--- src/rtl/dilithium_pkg.sv ---
// Shared Dilithium packing constants, FSM state type and size helpers
// used by the pk/sk/sig streaming packers.
package dilithium_pkg;

  localparam int SEEDBYTES          = 32;
  localparam int N                  = 256;
  localparam int T1_BITS            = 10;
  localparam int POLYT1_PACKEDBYTES = 320;

  typedef enum logic [1:0] {
    IDLE,
    RHO,
    T1,
    DRAIN
  } pk_state_t;

  // 64-bit words in a public key: rho followed by K packed t1 polynomials
  function automatic int pk_words(input int k);
    return (SEEDBYTES / 8) + (POLYT1_PACKEDBYTES / 8) * k;
  endfunction

endpackage

--- src/rtl/bit_acc_64.sv ---
// LSB-first bit accumulator: narrow fields are OR-ed in above the current fill
// level and complete 64-bit words are shifted out from the bottom.
module bit_acc_64 #(
  parameter int IN_W = 10
) (
  input  logic            clk,
  input  logic            rst_n,
  input  logic            clear,
  input  logic            push,
  input  logic [IN_W-1:0] push_data,
  input  logic            pop,
  output logic [63:0]     word,
  output logic            can_push,
  output logic            can_pop,
  output logic            empty
);

  localparam int ACC_W = 64 + IN_W;

  logic [ACC_W-1:0] acc;
  logic [6:0]       cnt;

  // push is only legal below 64 bits and pop only at or above, so they never collide
  always_ff @(posedge clk or negedge rst_n) begin
    if (!rst_n) begin
      acc <= '0;
      cnt <= '0;
    end else if (clear) begin
      acc <= '0;
      cnt <= '0;
    end else if (push) begin
      acc <= acc | (ACC_W'(push_data) << cnt);
      cnt <= cnt + 7'(IN_W);
    end else if (pop) begin
      acc <= acc >> 64;
      cnt <= cnt - 7'd64;
    end
  end

  assign word     = acc[63:0];
  assign can_push = (cnt < 7'd64);
  assign can_pop  = (cnt >= 7'd64);
  assign empty    = (cnt == 7'd0);

endmodule

--- src/rtl/pk_pack_stream.sv ---
// Streaming Dilithium public-key packer: emits rho || polyt1_pack(t1[0..K-1])
// as 64-bit words with valid/ready flow control on both sides.
module pk_pack_stream
  import dilithium_pkg::*;
#(
  parameter int K     = 6,
  parameter int OUT_W = 64
) (
  input  logic             clk,
  input  logic             rst_n,
  input  logic             start,
  input  logic [255:0]     rho_in,
  input  logic             t1_valid,
  output logic             t1_ready,
  input  logic [31:0]      t1_data,
  output logic             pk_valid,
  input  logic             pk_ready,
  output logic [OUT_W-1:0] pk_data,
  output logic             pk_last,
  output logic             busy,
  output logic             done,
  output logic             err_range
);

  if (!(K == 4 || K == 6 || K == 8)) begin : g_bad_k
    $error("pk_pack_stream: K must be 4, 6 or 8");
  end
  if (OUT_W != 64) begin : g_bad_w
    $error("pk_pack_stream: OUT_W must be 64");
  end

  localparam logic [11:0] TOTAL_COEFS = 12'(N * K);
  localparam logic [8:0]  LAST_WORD   = 9'(pk_words(K) - 1);

  pk_state_t    state, state_next;
  logic [255:0] rho_q;
  logic [1:0]   rho_idx;
  logic [8:0]   word_cnt;
  logic [11:0]  coef_cnt;

  logic         slot_free, xfer, last_xfer, start_go;
  logic         load_rho, emit_t1, accept;
  logic [63:0]  acc_word;
  logic         acc_can_push, acc_can_pop, acc_empty;

  assign slot_free = !pk_valid || pk_ready;
  assign xfer      = pk_valid && pk_ready;
  assign last_xfer = xfer && pk_last;
  // a start coinciding with done is dropped and must be reissued
  assign start_go  = start && (state == IDLE) && !done;
  assign load_rho  = (state == RHO) && slot_free;
  assign emit_t1   = (state == T1) && acc_can_pop && slot_free;
  assign t1_ready  = (state == T1) && acc_can_push && (coef_cnt < TOTAL_COEFS);
  assign accept    = t1_valid && t1_ready;
  assign busy      = (state != IDLE);

  bit_acc_64 #(.IN_W(T1_BITS)) u_acc (
    .clk      (clk),
    .rst_n    (rst_n),
    .clear    (start_go),
    .push     (accept),
    .push_data(t1_data[T1_BITS-1:0]),
    .pop      (emit_t1),
    .word     (acc_word),
    .can_push (acc_can_push),
    .can_pop  (acc_can_pop),
    .empty    (acc_empty)
  );

  always_ff @(posedge clk or negedge rst_n) begin
    if (!rst_n) state <= IDLE;
    else        state <= state_next;
  end

  always_comb begin
    state_next = state;
    case (state)
      IDLE:    if (start_go) state_next = RHO;
      RHO:     if (load_rho && rho_idx == 2'd3) state_next = T1;
      T1:      if (coef_cnt == TOTAL_COEFS && acc_empty) state_next = DRAIN;
      DRAIN:   if (last_xfer) state_next = IDLE;
      default: state_next = IDLE;
    endcase
    // the final word can be taken before T1 notices the accumulator is empty
    if (last_xfer) state_next = IDLE;
  end

  // word 0 is loaded straight from rho_in on start so it is valid next cycle
  always_ff @(posedge clk or negedge rst_n) begin
    if (!rst_n) begin
      pk_valid  <= 1'b0;
      pk_data   <= '0;
      pk_last   <= 1'b0;
      rho_q     <= '0;
      rho_idx   <= '0;
      word_cnt  <= '0;
      coef_cnt  <= '0;
      err_range <= 1'b0;
      done      <= 1'b0;
    end else begin
      done <= last_xfer;
      if (start_go) begin
        rho_q     <= rho_in;
        rho_idx   <= 2'd1;
        word_cnt  <= 9'd1;
        coef_cnt  <= '0;
        err_range <= 1'b0;
        pk_data   <= rho_in[63:0];
        pk_valid  <= 1'b1;
        pk_last   <= 1'b0;
      end else begin
        if (accept) begin
          coef_cnt <= coef_cnt + 12'd1;
          if (|t1_data[31:T1_BITS]) err_range <= 1'b1;
        end
        if (load_rho) begin
          pk_data  <= rho_q[{rho_idx, 6'd0} +: 64];
          pk_valid <= 1'b1;
          pk_last  <= 1'b0;
          rho_idx  <= rho_idx + 2'd1;
          word_cnt <= word_cnt + 9'd1;
        end else if (emit_t1) begin
          pk_data  <= acc_word;
          pk_valid <= 1'b1;
          pk_last  <= (word_cnt == LAST_WORD);
          word_cnt <= word_cnt + 9'd1;
        end else if (xfer) begin
          pk_valid <= 1'b0;
          pk_last  <= 1'b0;
        end
      end
    end
  end

endmodule

--- config.mk ---
export PLATFORM = sky130hd
export DESIGN_NAME = pk_pack_stream
export DESIGN_NICKNAME = d
export VERILOG_FILES = /design/src/rtl/dilithium_pkg.sv /design/src/rtl/bit_acc_64.sv /design/src/rtl/pk_pack_stream.sv
export SDC_FILE = /design/constraint.sdc
export NUM_CORES = 1
export LEC_CHECK = 0
export ABC_AREA = 1
export CORE_MARGIN = 8
export CORE_UTILIZATION = 50
export DETAILED_ROUTE_END_ITERATION = 7
export GPL_TIMING_DRIVEN = 0
export PLACE_DENSITY_LB_ADDON = 0.1
export SLEW_MARGIN = 20
export SYNTH_ARGS = -nofsm -noshare
export SYNTH_HDL_FRONTEND = slang
export SYNTH_SLANG_ARGS = --single-unit
--- constraint.sdc ---
create_clock -name clk -period 4.7 [get_ports clk]
set_input_delay 0.705 -clock clk [delete_from_list [all_inputs] [get_ports clk]]
set_output_delay 0.705 -clock clk [all_outputs]
set_load 0.02 [all_outputs]
# --- Word level (Yosys, flattened, before mapping) ---
# Cells that the tools add are included.
totals:
  ff_bits: 430
  inputBits: 293
  out_inout_bits: 70
  elab_cells: 91
classes:
  addsub: 5
  n_lt_le_gt_ge: 3
  eq_ne: 10
  shift: 2
  muxes: 31
  n_bitwise: 1
  n_reduce_logical: 27
op_table:
  columns: ["op", "n"]
  rows:
  - ["indexed part select 256 x 9 -> 64 bit", 1]
  - ["two-way mux 74 bit", 3]
  - ["two-way mux 64 bit", 3]
  - ["OR 74 bit", 1]
  - ["left shift 10 x 7 -> 74 bit", 1]
  - ["two-way mux 9 bit", 3]
  - ["two-way mux 12 bit", 2]
  - ["OR reduction 22 bit", 1]
  - ["two-way mux 7 bit", 3]
  - ["adder 12 x 1 -> 12 bit, second input constant", 1]
  - ["== test 12 x 11 -> 1 bit, second input constant", 1]
  - ["logical AND 1 bit", 12]
  - ["< comparator 12 x 11 -> 1 bit, second input constant", 1]
  - ["two-way mux 2 bit", 6]
  - ["two-way mux 1 bit", 10]
  - ["adder 9 x 1 -> 9 bit, second input constant", 1]
  - ["== test 9 x 8 -> 1 bit, second input constant", 1]
  - ["nonzero test 2 bit", 4]
  - ["adder 7 x 4 -> 7 bit, second input constant", 1]
  - [">= comparator 7 bit, second input constant", 1]
  - ["logical NOT 7 bit", 1]
  - ["< comparator 7 bit, second input constant", 1]
  - ["subtractor 7 bit, second input constant", 1]
  - ["== test 2 bit, second input constant", 3]
  - ["other kinds (13)", 16]

# --- Depth between registers and ports, before layout ---
# Gate-level depths: netlist of the first run.
depth:
  depth_word: 7
  depth_mapped: 12
  ltp_nobuf: 11

# --- By module ---
# A second synthesis of the first run with hierarchy kept.
unflattened:
  cells_unflattened: 2843
  hier_area_um2: 21071.5
by_module_without_submodules:
  columns: ["mod", "n_inst", "cells_per_inst", "area_each_um2", "seq_area_each_um2"]
  rows:
  - ["pk_pack_stream", 1, 2238, 16595.9, 8733.4]
  - ["bit_acc_64", 1, 605, 4475.5, 2001.9]

# --- Worst setup path before layout of the first run ---
# Ideal clock, no wire load.
synth_path:
  path_type: "reg-to-output"
  startpoint: "reg state[0]"
  endpoint: "out t1_ready"
  arrival_time_ns: 1.055
  required_ns: 3.995
  setup_slack_ns: 2.940
  path_stages_with_launch: 5
  path_buffers: 0
  path_cell_list: "dfrtp_1 inv_1 ha_1 nand2_1 nor2_1"
synth_between:
  elab_chain_cells: 3
synth_lines:
  columns: ["element", "line", "rtl"]
  rows:
  - ["start, declared", "pk_pack_stream.sv:35", "pk_state_t state, state_next;"]
  - ["start signal, assigned", "pk_pack_stream.sv:72", "else state <= state_next;"]
  - ["== test 2 bit", "pk_pack_stream.sv:53", "assign t1_ready = (state == T1) && acc_can_push && (coef_cnt < TOTAL_COEFS);"]
  - ["logical AND 1 bit (2 in series)", "pk_pack_stream.sv:53", null]
  - ["end, declared", "pk_pack_stream.sv:14", "output logic t1_ready,"]
# No other way between the ends.

# --- Worst setup path after layout of the first run ---
# Same ends and word-level chain as after synthesis.

==> results of run 1 <==
## worst paths after layout
check	from	to	slack [ns]	cells after the start
max reg2reg	state[0]	rho_q[187]	1.95	9
max in group asynchronous	rst_n	pk_data[3]	3.32	3
min reg2reg	rho_q[193]	rho_q[193]	0.47	2
min in group clk	rho_q[193]	rho_q[193]	0.47	2
min	rst_n	rho_q[230]	0.03	1
max	state[0]	t1_ready	1.77	5
## placed cells by master, fill, tap and decap left out, types with 9 or more instances in the layout
master / Yosys / layout
nand4_1: 12 / 12
o21ai_0: 255 / 255
buf_4: 20 / 20
clkdlybuf4s50_1: 0 / 361
clkbuf_1: 53 / 62
clkbuf_16: 0 / 47
ha_1: 9 / 9
nor2_1: 243 / 243
dfrtp_1: 429 / 429
clkinv_2: 0 / 10
buf_2: 83 / 83
nand3_1: 41 / 41
o22ai_1: 41 / 41
o221ai_1: 63 / 63
nor3_1: 10 / 10
nand2_1: 833 / 833
inv_1: 241 / 241
a21oi_1: 210 / 210
clkbuf_8: 0 / 14
## synth_stat cells, types with 3 or more instances
cell type and count:
nand2_1 833, dfrtp_1 429, o21ai_0 255, nor2_1 243, inv_1 241, a21oi_1 210, buf_2 83, o221ai_1 63
clkbuf_1 53, nand3_1 41, o22ai_1 41, buf_4 20, nand4_1 12, nor3_1 10, ha_1 9, a31oi_1 5
buf_1 5, inv_2 4, o211ai_1 4, a22oi_1 3, buf_6 3, nor2_2 3, nor4_1 3
## metal layers
layer / global-route usage / up-vias / part of all wire
li1: - / 9169 / -
met1: 0.409 / 9493 / 0.42
met2: 0.492 / 758 / 0.46
met3: 0.0755 / 142 / 0.081
met4: 0.120 / 2 / 0.040
met5: 0 / - / 0.00015
## power by group through the flow
stage	logic (mW)	registers, mW	clock network, mW
final	0.398	3.69	3.71
after floorplan	0.0303	3.76	0
after global placement	0.385	3.77	0
after global routing	0.428	3.69	3.89
after detailed placement	0.397	3.76	0
after CTS	0.401	3.69	3.74
## critical path, cell delays in order (launching register included)
cell             delay (ns)
dfrtp_1                0.41
inv_1                  0.10
ha_1                   0.26
nand2_1                0.08
nor2_1                 0.15
clkdlybuf4s50_1        0.64
## final cells by class
class | count | area (µm²) | area share
tap | 532 | 666 | 0.0253
multi-input combinational | 1752 | 7920 | 0.301
clock buffer | 70 | 1400 | 0.0533
timing repair buffer | 366 | 3740 | 0.142
clock inverter | 15 | 135 | 0.00513
buffer | 164 | 817 | 0.0310
sequential | 429 | 10700 | 0.408
inverter | 246 | 923 | 0.0351
## stage by stage
step	power [mW]	cell area, µm²	setup slack, ns	TNS (ns)
after floorplan	3.79	20400	2.94	0
after global placement	4.15	24700	-15.85	-6770.75
after detailed placement	4.16	24800	1.59	0
after CTS	7.84	26300	1.76	0
after global routing	8.01	26300	1.69	0
final	7.80	26300	1.77	0
## registers in the layout, summed over array words and instances, names as in the netlist
| register | count |
|---|---|
| pk_last | 1 |
| done | 1 |
| pk_data | 64 |
| rho_q | 256 |
| rho_idx | 2 |
| u_acc.cnt | 6 |
| err_range | 1 |
| state | 2 |
| coef_cnt | 12 |
| u_acc.acc | 74 |
| word_cnt | 9 |
| pk_valid | 1 |
## kinds of logic after synthesis
kind of cell    synth area share
buf+inv                   0.0853
compound gates             0.161
flops                      0.526
fa+ha+maj                0.00552
simple gates               0.221
==> metrics.md, run 1 <==
| Metric | Value |
|---|---|
| Die width | `218 µm` |
| CTS root buffer | `clkbuf_16` |
| Clock transition at the registers of the reported paths | `0.06 ns` |
| PwrDens | `296 nW/µm²` |
| Final Cycle Share | `0.624` |
| Wire length per cell | `21.0 µm` |
| Clk buf depth | `3` |
| Outcome | `finished clean` |
| Post-CTS Setup Repair Bufs | `0` |
| GRT Total Usage | `0.311` |
| Routability congestion estimate | `0.918` |
| Yosys warnings | `0` |
| Hold Vio Cnt, Final | `0` |
| EDFF count, synth | `0` |
| Routed Wire Length | `75.0 mm` |
| Internal Pwr Total | `6.09 mW` |
| Cell count after placement | `3489` |
| CTS buffer count | `47` |
| Syn Inst Count | `2591` |
| Site Rows | `74` |
| Clock Sinks | `429` |
| Vias in the first global route | `19.7k` |
| First-pass GRT wire length | `114 mm` |
| Least-Margin Pin Slew | `0.915 ns` |
| Hold buffers post-CTS | `0` |
| Detail Route Antenna Nets | `0` |
| Final #Nets | `3308` |
| Synth area leader | `dfrtp_1` |
| Comb pwr share | `0.051` |
| Syn-to-layout area delta | `29.1%` |
| Yosys cell types | `37` |
| Core Box Area | `40600 µm²` |
| Die area | `47500 µm²` |
| Routed vias | `19.6k` |
| Synthesized flop and latch total | `429` |
| Htree depth | `2` |
| Sw frac | `0.219` |
| First-pass detailed-route iteration total | `7` |
| DRC Markers | `0` |
| Leakage power | `12.8 nW` |
| WHS | `0.0341 ns` |
| Fin. max-slew vios | `0` |
| Final core utilization | `0.649` |
| Initial DRC Count | `1811` |
| Fmax | `0.341 GHz` |
| Skew final | `0.0174 ns` |
| Initial antenna violation count | `1` |
| Via/cell ratio | `5.47` |
| Endpoints failing setup | `0` |
| Hpwl dp | `57.2 mm` |
| Ports | `363` |
| Syn Std Cell Area | `20400 µm²` |
| RSZ-0062 raised after global routing | `no` |
| Die Y | `218 µm` |
| Pin count of the biggest net entering global routing | `100` |
| Max-Slew Margin vs Limit | `0.384` |
| HP Class | `in2async` |
| Largest cells by area after synthesis | `dfrtp_1 53%, nand2_1 15%, o21ai_0 6.3%` |
| Critical Path Fanout Max | `4` |
| FFs w/ async S/R, synth | `1.00` |
| Post_cts resized | `0` |
| CP Launch Type | `register` |
| Max VDD drop | `0.000351 V` |
| Skew-Pair Late Insertion Delay | `0.59 ns` |
| Max Cap Violations | `0` |
| Sequential area share after synthesis | `0.526` |
| Synth Area per Inst | `7.87 µm²` |
| CTS tree | `yes` |
| Net switching power | `1.71 mW` |
| Critical Path Sink Type | `output pin` |
| Critical Path RT | `3.99 ns` |
| Clock Power Share | `0.475` |
| Arr. time, crit path | `2.23 ns` |
| Buffers on Ports | `362` |
| Final min period | `2.93 ns` |
| Mapped Nets | `2893` |
| Initial Utilization | `0.503` |
| Synth top area share | `0.526` |
| Synth Flop Type | `dfrtp_1` |
| Sequential share of power | `0.474` |
| GR Overflow Total | `0` |
| # diodes | `0` |
| Layout cell share with drive strength beyond 1 | `0.0674` |
| Fill cell count | `3515` |
| Post-route non-filler standard cell count | `3574` |
| Worst Setup Path Type | `reg2out` |
No activity file was read; power rests on OpenSTA's default activity.
==> inputs of run 2 (changes only) <==
--- a/config.mk
+++ b/config.mk
@@ -7,7 +7,7 @@
 export LEC_CHECK = 0
 export ABC_AREA = 1
 export CORE_MARGIN = 8
-export CORE_UTILIZATION = 50
+export CORE_UTILIZATION = 48
 export DETAILED_ROUTE_END_ITERATION = 7
 export GPL_TIMING_DRIVEN = 0
 export PLACE_DENSITY_LB_ADDON = 0.1
==> constraint.sdc (replaced) <==
create_clock -name clk -period 2.6 [get_ports clk]
set_input_delay 0.39 -clock clk [delete_from_list [all_inputs] [get_ports clk]]
set_output_delay 0.39 -clock clk [all_outputs]
set_load 0.02 [all_outputs]
==> run 2 against run 1 <==
Compared with the run above: sequential cell count stayed put; die area is 3.9% higher; worst hold slack better by 0.24 ns; largest power group unchanged; cell count is 0.17% higher; critical path type is now reg2reg; first-iteration DRC count is 0.50% higher; total power is 86% higher; non-clock buffer count is 2 higher; critical endpoint is now rho_q[192].
==> metrics.md, run 2 (synthesized netlist as in run 1, its figures left out) <==
| Metric | Value |
|---|---|
| Final #Nets | `3310` |
| Max Cap Violations | `0` |
| Final Cycle Share | `0.950` |
| Initial antenna violation count | `1` |
| Fin. max-slew vios | `0` |
| Final core utilization | `0.632` |
| Clock Sinks | `429` |
| Die Y | `222 µm` |
| Initial DRC Count | `1820` |
| CTS buffer count | `47` |
| DRC Markers | `0` |
| Worst Setup Path Type | `reg2reg` |
| Max VDD drop | `0.000501 V` |
| Site Rows | `75` |
| Via/cell ratio | `5.48` |
| Max reg flops | `256` |
| Hold Vio Cnt, Final | `0` |
| Syn-to-layout area delta | `29.9%` |
| First-pass detailed-route iteration total | `6` |
| Max-Slew Margin vs Limit | `0.371` |
| RSZ-0062 raised after global routing | `no` |
| Ports | `363` |
| Initial Utilization | `0.486` |
| Die area | `49300 µm²` |
| Commonest non-fill, non-tap cell in the layout | `nand2_1` |
| Final worst slack | `0.131 ns` |
| HP Class | `in2async` |
| Biggest regs | `rho_q: 256 flops, u_acc.acc: 74 flops, pk_data: 64 flops` |
| Fmax | `0.405 GHz` |
| CTS tree | `yes` |
| Skew final | `0.0324 ns` |
| Htree depth | `2` |
| PwrDens | `546 nW/µm²` |
| Vias in the first global route | `19.7k` |
| Clock transition at the registers of the reported paths | `0.06 ns` |
| Critical Path RT | `3.11 ns` |
| Post-place setup slack | `-0.268 ns` |
| Clk buf depth | `3` |
| GRT Total Usage | `0.299` |
| Endpoints failing setup | `0` |
| GR Overflow Total | `0` |
| Pin count of the biggest net entering global routing | `97` |
| Leakage power | `12.9 nW` |
| WHS | `0.271 ns` |
| Critical Path Fanout Max | `10` |
| Overall Power | `14.5 mW` |
| Placed Area | `24800 µm²` |
| Arr. time, crit path | `2.98 ns` |
| Most frequent cells in the layout | `832 x nand2_1, 429 x dfrtp_1, 360 x clkdlybuf4s50_1` |
| Routability congestion estimate | `0.920` |
| Layout cell share with drive strength beyond 1 | `0.0671` |
| Post-CTS Setup Repair Bufs | `0` |
| Post-route cell area | `26500 µm²` |
| Least-Margin Pin Slew | `0.934 ns` |
| Outcome | `finished clean` |
| CTS root buffer | `clkbuf_16` |
| Detail Route Antenna Nets | `0` |
| Top reg by flops | `rho_q` |
| Buffers on Ports | `362` |
| Core Box Area | `41900 µm²` |
| Hpwl dp | `57.7 mm` |
| # diodes | `0` |
| CP Launch Type | `register` |
| Routed vias | `19.6k` |
| Routed Wire Length | `75.5 mm` |
| Skew-Pair Late Insertion Delay | `0.60 ns` |
| Critical Path Sink Type | `register` |
| Die width | `222 µm` |
| First-pass GRT wire length | `115 mm` |
| Final min period | `2.47 ns` |
| Wire length per cell | `21.1 µm` |
-- run 2: changes by cell type in the layout (fill, tap and decap cells not counted), moves of 3 or more --
cell	previous run	this run
buf_2	83	80
clkinv_2	10	4
buf_4	20	23
bufinv_16	2	5
-- run 2: report_power, final --
part | switching (mW) | internal (mW)
registers | 0.000000000000000170 | 6.68
logic | 0.300 | 0.424
clock network | 2.80 | 4.27
total | 3.10 | 11.4
-- run 2: final timing paths --
path / cells past startpoint / start / slack (ns) / endpoint
worst min-delay path: 2 / rst_n / 0.27 / rho_q[229]
worst max-delay path: 10 / state[1] / 0.13 / rho_q[192]
worst min register to register: 2 / rho_q[126] / 0.47 / rho_q[126]
min in group clk: 3 / rho_in[117] / 0.33 / rho_q[117]
max in group asynchronous: 5 / rst_n / 0.71 / pk_data[5]
worst max register to register: 10 / state[1] / 0.13 / rho_q[192]
-- run 2: area by class of cell --
cell class,instances,area (µm²)
repair buffers,368,3780
fillers,3689,15500
clock buffers,71,1430
inverters,246,923
well taps,539,674
flip-flops and latches,429,10700
multi-input cells,1752,7920
clock inverters,11,208
plain buffers,164,825
-- run 2: critical path: stages (launching register included) --
cell	delay, ns
dfrtp_1	0.41
inv_1	0.09
ha_1	0.21
nand2_1	0.11
nor2_4	0.08
inv_2	0.15
buf_6	0.18
buf_2	0.42
buf_1	0.54
nand2_1	0.10
nand2_1	0.09
-- run 2: what timing repair did --
action                                  CTS  global route
hold buffers                              1             0
hold endpoints to repair                 37             0
resized for setup                         3             3
pin swaps                                 0             0
endpoints found under the setup margin   85            21
-- run 2: routing by layer --
metal  track usage  wire length [µm]  vias to the layer above
met4         0.123              3110                        2
met3        0.0561              5310                      150
li1              -                 -                     9185
met1         0.397             32300                     9525
met2         0.479             34800                      750
met5             0                 9                        -
-- run 2: through the flow --
step / setup TNS, ns / std cells
after CTS: 0 / 3580
after detailed placement: -20.60 / 3497
final: 0 / 3580
after floorplan: 0 / 2591
after global routing: 0 / 3580
after global placement: -7617.62 / 3492
